--- src/rtl/mips_pkg.sv ---
// mips_pkg: shared write-back constants and the W pipeline register layout.
package mips_pkg;
   localparam logic [1:0] WDSEL_ALU = 2'b00;
   localparam logic [1:0] WDSEL_DM  = 2'b01;
   localparam logic [1:0] WDSEL_PC8 = 2'b10;
   localparam logic [2:0] LT_LW  = 3'b000;
   localparam logic [2:0] LT_LB  = 3'b001;
   localparam logic [2:0] LT_LBU = 3'b010;
   localparam logic [2:0] LT_LH  = 3'b011;
   localparam logic [2:0] LT_LHU = 3'b100;
   localparam logic [31:0] RESET_PC_DEFAULT = 32'h0000_3000;
   typedef struct packed {
      logic        valid;
      logic [31:0] pc;
      logic        reg_write;
      logic [4:0]  a3;
      logic [1:0]  wd_sel;
      logic [31:0] alu_out;
      logic [31:0] dm_read;
      logic [2:0]  load_type;
   } w_reg_t;
endpackage

--- src/rtl/load_ext.sv ---
// load_ext: little-endian byte/halfword extraction and sign/zero extension of a DM word.
module load_ext
   import mips_pkg::*;
(
   input  logic [31:0] DMRead,
   input  logic [1:0]  Offset,
   input  logic [2:0]  LoadType,
   output logic [31:0] Data
);
   logic [7:0]  w_byte;
   logic [15:0] w_half;
   assign w_byte = DMRead[{Offset, 3'b000} +: 8];
   assign w_half = Offset[1] ? DMRead[31:16] : DMRead[15:0];
   // Unknown load types fall through to a full-word load.
   always_comb
      Data = (LoadType == LT_LB)  ? {{24{w_byte[7]}}, w_byte} :
             (LoadType == LT_LBU) ? {24'd0, w_byte} :
             (LoadType == LT_LH)  ? {{16{w_half[15]}}, w_half} :
             (LoadType == LT_LHU) ? {16'd0, w_half} : DMRead;
endmodule

--- src/rtl/wb_stage.sv ---
// wb_stage: W pipeline register, write-data select and register-file write port,
// plus W-stage forwarding info and a retired-instruction counter.
module wb_stage
   import mips_pkg::*;
#(
   parameter logic [31:0] RESET_PC = RESET_PC_DEFAULT
) (
   input  logic        Clk,
   input  logic        Reset,
   input  logic        Stall,
   input  logic        Flush,
   input  logic        M_Valid,
   input  logic [31:0] M_PC,
   input  logic        M_RegWrite,
   input  logic [4:0]  M_A3,
   input  logic [1:0]  M_WDSel,
   input  logic [31:0] M_ALUOut,
   input  logic [31:0] M_DMRead,
   input  logic [2:0]  M_LoadType,
   output logic [31:0] W_PC,
   output logic [4:0]  W_A3,
   output logic [31:0] W_WD,
   output logic        W_WE,
   output logic        W_FwdValid,
   output logic [31:0] W_RetireCnt
);
   w_reg_t      r_w;
   logic [31:0] r_retire_cnt;
   logic [31:0] w_load_data;
   always_ff @(posedge Clk) begin
      if (Reset) begin
         r_w          <= '0;
         r_w.pc       <= RESET_PC;
         r_retire_cnt <= '0;
      end else if (!Stall) begin
         r_w          <= Flush ? w_reg_t'('0) :
                         '{M_Valid, M_PC, M_RegWrite, M_A3, M_WDSel, M_ALUOut, M_DMRead, M_LoadType};
         r_retire_cnt <= r_retire_cnt + 32'(r_w.valid);
      end
   end
   load_ext u_load_ext (
      .DMRead  (r_w.dm_read),
      .Offset  (r_w.alu_out[1:0]),
      .LoadType(r_w.load_type),
      .Data    (w_load_data)
   );
   assign W_PC        = r_w.pc;
   assign W_A3        = r_w.a3;
   assign W_WD        = (r_w.wd_sel == WDSEL_DM)  ? w_load_data :
                        (r_w.wd_sel == WDSEL_PC8) ? r_w.pc + 32'd8 : r_w.alu_out;
   // Forwarding ignores Stall; the write itself waits for the edge W is left.
   assign W_FwdValid  = r_w.valid & r_w.reg_write & (r_w.a3 != 5'd0);
   assign W_WE        = W_FwdValid & !Stall;
   assign W_RetireCnt = r_retire_cnt;
endmodule

--- config.mk ---
export PLATFORM = sky130hd
export DESIGN_NAME = wb_stage
export DESIGN_NICKNAME = d
export VERILOG_FILES = /design/src/rtl/mips_pkg.sv /design/src/rtl/load_ext.sv /design/src/rtl/wb_stage.sv
export SDC_FILE = /design/constraint.sdc
export NUM_CORES = 1
export LEC_CHECK = 0
export BUFFER_PORTS_ARGS = -buffer_cell sky130_fd_sc_hd__buf_2
export CAP_MARGIN = 5
export CORE_ASPECT_RATIO = 1.1
export CORE_MARGIN = 8
export CORE_UTILIZATION = 52
export CTS_CLUSTER_DIAMETER = 50
export DETAILED_ROUTE_END_ITERATION = 10
export GPL_ROUTABILITY_DRIVEN = 0
export PLACE_DENSITY = 0.8
export SLEW_MARGIN = 25
export SYNTH_ARGS = -nofsm -noshare
export SYNTH_HDL_FRONTEND = slang
export SYNTH_SLANG_ARGS = --single-unit
--- constraint.sdc ---
create_clock -name Clk -period 2.49 [get_ports Clk]
set_input_delay 0.249 -clock Clk [delete_from_list [all_inputs] [get_ports Clk]]
set_output_delay 0.249 -clock Clk [all_outputs]
set_load 0.005 [all_outputs]
==> out/results.ini <==
[cts]
clk_latency_ns=0.43
cts_tree=built
clk_pin_slew_ns=0.06
h-tree-depth=4
cts_sinks=140
cts_buffer_depth=2
cts_made_buffers=17
cts-root-buf=clkbuf_16

[route]
vias=7311
drt_iter0_markers=716
final_antenna_net_count=0
drc=0
dr.pass1.iters=5
routed_via_density=6.047
wl_per_cell_um=20.94
wirelength_um=25320

[timing]
setup_viol=0
fin_skew_ns=0.008737
whs_ns=0.04636
hold_violations=0
fmaxAchievable_mhz=404.3
rsz0062_at_grt=yes
tightest_slew_ns=0.5912
setup_slack_ns=0.01644
max_slew_margin=0.6029
finalMaxSlewViolations=0
period_share=0.9934
setup_tns_ns=0
period_minus_slack_ns=2.474

[power]
irDropWorstVdd_v=0.0005046
p_leak_nw=3.856
power_density_nw_per_um2=613.1

[worst_setup_path]
max_stage_delay_ns=0.53
crit_path_max_fanout=8
path_class=flop to output pin
arrival_ns=2.22
slowest_stage=mux4_2
worst-path-buf-inv=1
end_kind=output pin
required_ns=2.24
cp-start-kind=flop
crit_chain=mux4_2 > nor4b_4 > nand2_2 > o31ai_1 > a211o_1 > buf_2
critPathTopFamily=multiplexers

[floorplanning]
start_util=0.5273
pin_count=215
rows=45
die_h_um=139.5
design.die.area_um2=17900
die_width_um=128.3
core_um2=13680

[place]
pre_cts_ws_ns=-0.07251
place_inst=1164
port_buffers=214
dp.final_hpwl_um=17830

[synthesis]
syn-instance-count=845
yosys_warnings=0
ys_async_sr_fraction=0
synth_top_family_by_area=simple AND/OR/NAND/NOR gates
netlist.area_leader.share=0.3885
ys_seq_area_frac=0.3885
syn_area_per_cell_um2=8.538
synthMuxAreaShare=0.05602
synth_edf_count=0
synth-simple-area-share=0.2027
syn-cell-area_um2=7214
yosysUniqueCellTypes=55
synth_area_leaders=dfxtp_1 39%, a22oi_1 11%, nor2_1 8.4%, buf_4 4.0%, xnor2_1 3.5%
synthTopCellsByCount=162 x nor2_1, 140 x dfxtp_1, 105 x a22oi_1
synth_seq_cells=140
synth_most_common_cell=nor2_1
synth_compound_area_frac=0.1994
synth_xor_area_frac=0.06798
synth_adder_area_share=0.005203
synth_top_flop_cell=dfxtp_1
syn-num-nets=960
synth_top_area_cell=dfxtp_1

[global_routing]
grt_max_degree=90
grt-ovfl-total=0
grt_first_pass_wirelength_um=38330
grt_pass1_vias=6971
antenna_found_initial=4
grt_use_total=0.2746

[min_path]
hold_path.class=primary input to flop

[cells_and_area]
seq_area_um2=2844
diodes=0
drive_gt1_frac=0.3477
area_growth_pct=25.84
final_nets=1124
stdcell_count=1209
fillCellCount=1130
fin_util=0.6636
multiInputGateArea_um2=3985

[status]
status=completed

[job]
drv_cap=0

-- state kept, by name, indices dropped and copies added (netlist names) --
name,cells
W_PC,32
r_w,71
W_RetireCnt,32
W_A3,5
-- power breakdown --
group	total (W)	leakage, nW	internal [W]	switching [W]
clock	0.00256	0.282	0.00159	0.000969
combinational	0.000603	2.42	0.000273	0.000330
sequential	0.00240	1.15	0.00231	0.0000931
-- worst paths after layout --
check                                                  from                            to  slack [ns]  depth (start not counted)
worst max-delay path                   r_w[35]$_SDFFE_PP0N_                       W_WD[9]        0.02                          6
worst max register to register  W_RetireCnt[0]$_SDFFE_PP0N_  W_RetireCnt[14]$_SDFFE_PP0N_        0.47                          7
worst min register to register         r_w[52]$_SDFFE_PP0N_          r_w[52]$_SDFFE_PP0N_        0.52                          2
worst min-delay path                               M_PC[13]         W_PC[13]$_SDFFE_PP1N_        0.05                          2
-- cell type report --
class                   instances  area share
clock inverters                11     0.01599
inverters                       8    0.003308
repair buffers                248      0.1534
multi-input cells             594      0.4389
well taps                     188     0.02591
flip-flops and latches        140      0.3133
clock buffers                  20     0.04920
-- layout by cell type (no fill, tap or decap), types with 17 or more instances in the layout --
cell type / netlist / routed
buf_2: 8 / 212
nor2_1: 162 / 160
dfxtp_1: 140 / 117
a22oi_1: 105 / 105
o21ai_0: 42 / 39
xnor2_1: 29 / 29
nand2_1: 30 / 28
buf_4: 38 / 28
xor2_1: 27 / 27
nand4_1: 23 / 23
dfxtp_2: 0 / 18
clkbuf_16: 0 / 17
-- worst register-to-register path, delay by kind of cell (launching register included) --
| kind | cells | cell delay [ns] |
|---|---|---|
| adder cells (fa/ha/maj) | 2 | 0.51 |
| XOR/XNOR | 1 | 0.11 |
| flip-flops | 1 | 0.37 |
| AND/OR/NAND/NOR | 4 | 0.90 |
-- stage by stage --
stage	total power (W)	instance area [um^2]
finish	0.005566	9079
CTS	0.005543	8864
floorplan	0.002760	7214
detailed placement	0.003013	8173
global route	0.005741	9079
global placement	0.003004	8173
-- timing repair --
item	in CTS	in global routing
cloned	0	1
setup endpoints to repair	25	19
buffers inserted	2	11
pin swaps	2	4
hold endpoints to repair	0	0
resized for setup	30	36
hold buffers	0	0
-- kinds of logic (layout without fill, tap and decap cells) --
| family | count (synthesis) | after routing |
|---|---|---|
| and+or+nand+nor | 301 | 301 |
| AOI/OAI and AO/OA | 205 | 205 |
| DFF | 140 | 140 |
| buffers and inverters | 111 | 287 |
| xor gates and xnor gates | 56 | 56 |
| muxes | 29 | 29 |
| adders and majority gates | 3 | 3 |
-- layer usage --
metal,global-route usage,part of all wire,up-vias
li1,-,-,3342
met1,0.3236,0.38,3412
met2,0.4253,0.46,448
met3,0.1146,0.12,101
met4,0.1228,0.049,8
met5,0,0.0014,-
(Power assumes the default switching activity.)
